===== src/rtl/seq_multiplier_param.sv =====
// seq_multiplier_param: sequential shift-add multiplier producing a 2*WIDTH product in WIDTH cycles.
// Unsigned or radix-2 Booth signed mode; rev 1.0.
`default_nettype none
`timescale 1ns/1ps

module seq_multiplier_param #(
  parameter int WIDTH = 4
) (
  input  logic               clock,
  input  logic               n_reset,
  input  logic               START,
  input  logic               SIGNED_MODE,
  input  logic [WIDTH-1:0]   MCAND,
  input  logic [WIDTH-1:0]   MPLIER,
  output logic               READY,
  output logic               DONE,
  output logic [2*WIDTH-1:0] AQ
);

  localparam int CW = $clog2(WIDTH + 1);

  typedef enum logic [0:0] {
    IDLE = 1'b0,
    CALC = 1'b1
  } state_t;

  state_t           state_q, state_d;
  logic [WIDTH:0]   a_q, a_d;
  logic [WIDTH:0]   m_q, m_d;
  logic [WIDTH-1:0] q_q, q_d;
  logic             q_m1_q, q_m1_d;
  logic             mode_q, mode_d;
  logic [CW-1:0]    count_q, count_d;
  logic             done_q, done_d;
  logic             start_q, start_d;
  logic [WIDTH:0]   sum;

  always_ff @(posedge clock) begin
    if (!n_reset) begin
      state_q <= IDLE;
      a_q     <= '0;
      m_q     <= '0;
      q_q     <= '0;
      q_m1_q  <= 1'b0;
      mode_q  <= 1'b0;
      count_q <= '0;
      done_q  <= 1'b0;
      start_q <= 1'b0;
    end else begin
      state_q <= state_d;
      a_q     <= a_d;
      m_q     <= m_d;
      q_q     <= q_d;
      q_m1_q  <= q_m1_d;
      mode_q  <= mode_d;
      count_q <= count_d;
      done_q  <= done_d;
      start_q <= start_d;
    end
  end

  always_comb begin
    state_d = state_q;
    a_d     = a_q;
    m_d     = m_q;
    q_d     = q_q;
    q_m1_d  = q_m1_q;
    mode_d  = mode_q;
    count_d = count_q;
    done_d  = 1'b0;
    start_d = START;
    sum     = a_q;

    case (state_q)
      IDLE: begin
        if (START && !start_q) begin
          m_d     = SIGNED_MODE ? {MCAND[WIDTH-1], MCAND} : {1'b0, MCAND};
          a_d     = '0;
          q_d     = MPLIER;
          q_m1_d  = 1'b0;
          mode_d  = SIGNED_MODE;
          count_d = CW'(WIDTH);
          state_d = CALC;
        end
      end
      CALC: begin
        if (mode_q) begin
          case ({q_q[0], q_m1_q})
            2'b01:   sum = a_q + m_q;
            2'b10:   sum = a_q - m_q;
            default: sum = a_q;
          endcase
        end else if (q_q[0]) begin
          sum = a_q + m_q;
        end
        // The extra A bit holds the carry (unsigned) or sign (signed) across the shift
        a_d     = {mode_q & sum[WIDTH], sum[WIDTH:1]};
        q_d     = {sum[0], q_q[WIDTH-1:1]};
        q_m1_d  = q_q[0];
        count_d = count_q - CW'(1);
        if (count_q == CW'(1)) begin
          state_d = IDLE;
          done_d  = 1'b1;
        end
      end
      default: state_d = IDLE;
    endcase
  end

  assign READY = (state_q == IDLE);
  assign DONE  = done_q;
  assign AQ    = {a_q[WIDTH-1:0], q_q};

endmodule

`default_nettype wire


===== config.mk =====
export PLATFORM = sky130hd
export DESIGN_NAME = seq_multiplier_param
export DESIGN_NICKNAME = d
export VERILOG_FILES = /design/src/rtl/seq_multiplier_param.sv
export SDC_FILE = /design/constraint.sdc
export NUM_CORES = 1
export LEC_CHECK = 0
export ABC_AREA = 0
export BUFFER_PORTS_ARGS = -buffer_cell sky130_fd_sc_hd__buf_2
export CORE_UTILIZATION = 31
export DETAILED_ROUTE_END_ITERATION = 7
export HOLD_SLACK_MARGIN = 0.06
export SYNTH_ARGS = -nofsm -noshare
export SYNTH_HDL_FRONTEND = slang
export SYNTH_SLANG_ARGS = --single-unit

===== constraint.sdc =====
create_clock -name clock -period 3.7 [get_ports clock]
set_input_delay 0.555 -clock clock [delete_from_list [all_inputs] [get_ports clock]]
set_output_delay 0.555 -clock clock [all_outputs]
set_load 0.1 [all_outputs]

# After elaboration in Yosys (flattened, before gate mapping)
# Cells that the tools add are included.
# word_totals
regBits	22
in_bits	12
output_inout_bits	10
word_cells	39
# op_classes
n_addsub	3
eq_ne	4
n_mux	17
bitwise_logic	2
reduce_logical	4
# ops
operator	n
$mux W5	5
$pmux W5 S2	2
$pmux W4 S2	1
$pmux W3 S2	1
$add A5 B5 Y5	1
$sub A5 B5 Y5	1
$mux W1	4
$mux W4	1
$pmux W1 S2	2
$reduce_and A2 Y1	2
$eq A3 B1 Y1 const B	1
$mux W3	1
$sub A3 B1 Y3 const B	1
$eq A2 B1 Y1 const B	1
$eq A2 B2 Y1 const B	1
$ne A2 B1 Y1 const B	1
$and A1 B1 Y1	1
$logic_and A1 B1 Y1	1
$logic_not A1 Y1	1
$not A1 Y1	1

# Depth between registers and ports, before layout
# depth
ltp_word	6
ltp_mapped	10
depth_no_buf	10

# Worst setup path before layout
# Ideal clock, no wire load.
# synth_path
path_type	reg-to-reg
start	register q_q[0]
end	register a_q[3]
setup_ps	118
arrival_ps	2652
required_ps	3582
path_slack_ps	930
path_stages_with_launch	11
path_buffers	2
period_less_slack_ps	2770
cell_sequence	dfxtp_1 clkbuf_1 inv_1 ha_1 buf_2 nand2b_1 a211oi_1 a311o_1 a22o_1 mux2i_1 o21ai_1
# synth_via
elab_chain_cells	5
word_cells_on_any_way	7
cone_classes	eq/ne: 2; mux: 5
# synth_lines
item	line_no	source
from (decl)	30	logic [WIDTH-1:0] q_q, q_d;
from (signal assigned)	53	q_q <= q_d;
$eq A2 B2 Y1 or $eq A2 B1 Y1 (tied branches)	88	case ({q_q[0], q_m1_q})
$pmux W5 S2	88	
$mux W5 (*)	87	if (mode_q) begin
$mux W5 (*)	74	case (state_q)
$pmux W5 S2 (*)	74	
to (signal assigned)	41	a_q <= '0;
to (signal assigned)	51	a_q <= a_d;
to (decl)	28	logic [WIDTH:0] a_q, a_d;
# Every way passes the cells marked *; elsewhere a longest branch is shown, timed or not. The select of a mux whose other input is x is not followed.
# A chain may end at the register's enable or synchronous reset.

# Final worst setup path
# Ends and elaborated chain as after synthesis.

==> results.md <==
* Largest fanout on the critical path at 12
* Worst setup EP type: flip-flop
* WL/cell at 12.8 um
* Post-Synthesis Cell Area at 1480 um^2
* Vias per Instance at 5.06
* Seq/Total Area, Yosys at 29.8%
* Die Height at 71.0 um
* Hold Slack at 0.485 ns
* Post-synthesis cell count at approximately 180
* Yosys cell types at 39
* DRT Pass-1 Iters at 6
* GPL Wtd Cong at ~0.82
* Hold WC Path Type: reg2reg
* CTS buffer count at 3
* Fin. Hold Viols at 0
* Largest net degree at the start of global routing at 26
* Antenna violations before repair at 0
* Row count at 24
* Total negative setup slack at 0 ns
* Worst Path Required at just under 4 ns
* Final nets at 219
* R2R setup slack at about 1.5 ns
* Antenna viol nets, final at 0
* RSZ-0062 raised after global routing: no
* Synth Flop Type: dfxtp_1
* Full die area at 5050 um^2
* DIE WIDTH at 71.0 um
* TritonCTS clock tree: yes
* Register bit total from synthesis at 22
* Status: finished, final reports clean
* Post-synthesis net count at about 210
* Fmax at 453 MHz
* Ports at 22
* Layout cell share with drive strength beyond 1 at 15.6%
* CP arrival at 2.36 ns
* First-pass GRT wire length at roughly 5.4 mm
* Clk_lat worst skew at approximately 0.26 ns
* Max Cap Violations at 0
* Core Region at 4470 um^2
* Crit share post-route at 59.6%
* # DRC at 0
* Post-synth EDFFs at 0
* Post-Route WL at 3.12 mm
* P_leak at 0.720 nW
* Initial Util at 33.0%
* Final HPWL DP at 2.33 mm
* # setup viols final at 0
* # clock sinks at 22
* WS Path Type: reg2reg
* Asr flop ratio synth at 0%
* # hold bufs at CTS at 0
* Grt ovf at 0
* Port Buf Inserts at 21
* Maximum vdd drop at 0.118 mV
* Max Slew Vio Count at 0
* Power per Cell Area at 353 nW/um^2
* Worst Skew at slightly below 0.002 ns
* Clk root buf: clkbuf_8
* Setup Buffers After CTS at 0
* Tmin final at between 2 and 2.5 ns
* Routed vias at 1235
* Area grow syn2layout at 10.8%
* Synth warn at 0
* Global router's overall resource usage at between 10% and 20%
* Iter 0 DRT Violations at 88
* Vias in the first global route at about 1.2k
* ANT cells at 0
* Syn avg cell area at 8.16 um^2
* Crit start category: flip-flop
* Clock Path Buffers at 2
* Worst-path clk slew at 0.08 ns
* Post-cts gate resize count at 0
* Worst-Margin Slew at 0.679 ns
* Max_slew headroom at 54.7%
* H-tree depth at 1
-- sequential cells by signal, summed over array words and instances (netlist names) --
register  flops
q_q           4
mode_q        1
count_q       3
a_q           5
q_m1_q        1
state_q       1
start_q       1
m_q           5
DONE          1
-- path summary, 6_finish.rpt --
| path | from | end | cells past startpoint |
|---|---|---|---|
| worst min-delay path | count_q[2]$_SDFFE_PN0P_ | DONE$_SDFF_PN0_ | 1 |
| worst max-delay path | q_q[0]$_SDFFE_PN0P_ | a_q[3]$_SDFFE_PN0P_ | 8 |
| worst max register to register | q_q[0]$_SDFFE_PN0P_ | a_q[3]$_SDFFE_PN0P_ | 8 |
| worst min register to register | count_q[2]$_SDFFE_PN0P_ | DONE$_SDFF_PN0_ | 1 |
-- through the flow --
stage / worst slack, ns / total power [mW] / instance area (um^2) / util (%) / instances
2_1_floorplan: 0.930 / 0.382 / 1480 / - / 181
3_3_place_gp: 1.59 / 0.410 / 1580 / 35.4 / 240
3_5_place_dp: 1.52 / 0.412 / 1580 / 35.4 / 240
4_1_cts: 1.50 / 0.584 / 1640 / 36.6 / 244
5_1_grt: 1.29 / 0.611 / 1640 / 36.6 / 244
6_report: 1.49 / 0.578 / 1640 / 36.6 / 244
-- cell usage in the layout, fill, tap and decap left out, types with 2 or more instances in the layout --
master / instances
dfxtp_1: 22
nand2_1: 22
xor2_1: 4
nand2b_1: 4
fa_1: 2
o211ai_1: 2
inv_1: 13
a21boi_1: 7
nand4_1: 2
nor2_1: 8
ha_1: 12
nor2b_1: 2
inv_2: 2
nor3_1: 2
buf_2: 21
clkbuf_8: 4
a211oi_1: 2
and2_1: 8
mux2_1: 2
o21ai_0: 11
mux2i_1: 6
o211a_1: 2
nand3_1: 6
o21ai_1: 2
a21oi_1: 8
a221oi_1: 3
-- where the power goes --
| part | switching [mW] | internal (mW) | total [mW] |
|---|---|---|---|
| clock network | 0.0783 | 0.0949 | 0.173 |
| registers | 0.0146 | 0.250 | 0.264 |
| logic | 0.0961 | 0.0449 | 0.141 |
-- cell type report --
| class | instances | area (um^2) |
|---|---|---|
| Fill cell | 474 | 2840 |
| Multi-Input combinational cell | 129 | 908 |
| Sequential cell | 22 | 440 |
| Timing Repair Buffer | 22 | 113 |
| Tap cell | 52 | 65.1 |
| Inverter | 15 | 56.3 |
| Clock buffer | 4 | 55.1 |
-- logic make-up after synthesis --
family                   share of synthesized area, %
AO/OA/AOI/OAI                                    22.5
XOR/XNOR                                         2.37
adder cells (fa/ha/maj)                          12.9
buffers and inverters                            8.72
flip-flops                                       29.8
multiplexers                                     5.59
AND/OR/NAND/NOR                                  18.1
-- cells in the mapped netlist, types with 3 or more instances --
library cell | count | area, um^2
a21oi_1 | 8 | 40.0
a221oi_1 | 3 | 26.3
and2_1 | 8 | 50.1
nand2b_1 | 4 | 25.0
mux2i_1 | 6 | 60.1
buf_4 | 4 | 30.0
xor2_1 | 4 | 35.0
inv_1 | 13 | 48.8
nand3_1 | 6 | 30.0
dfxtp_1 | 22 | 440
nand2_1 | 22 | 82.6
o21ai_0 | 11 | 55.1
ha_1 | 12 | 150
nor2_1 | 8 | 30.0
clkbuf_1 | 10 | 37.5
a21boi_1 | 7 | 52.6
-- critical path, stage by stage (launching register included) --
cell and delay [ns]:
dfxtp_1 0.55, inv_1 0.14, ha_1 0.48, nand2b_1 0.18
a211oi_1 0.05, a311o_1 0.27, a22o_1 0.21, mux2i_1 0.14
o21ai_1 0.07
-- layer usage --
layer | up-vias | GRT usage [%] | share of wire (%)
li1 | 644 | - | -
met1 | 574 | 19.6 | 54
met2 | 13 | 20.9 | 43
met3 | 4 | 1.85 | 2.3
met4 | 0 | 4.67 | 1.1
met5 | - | 0 | 0
Power figures use the tool's default switching activity.
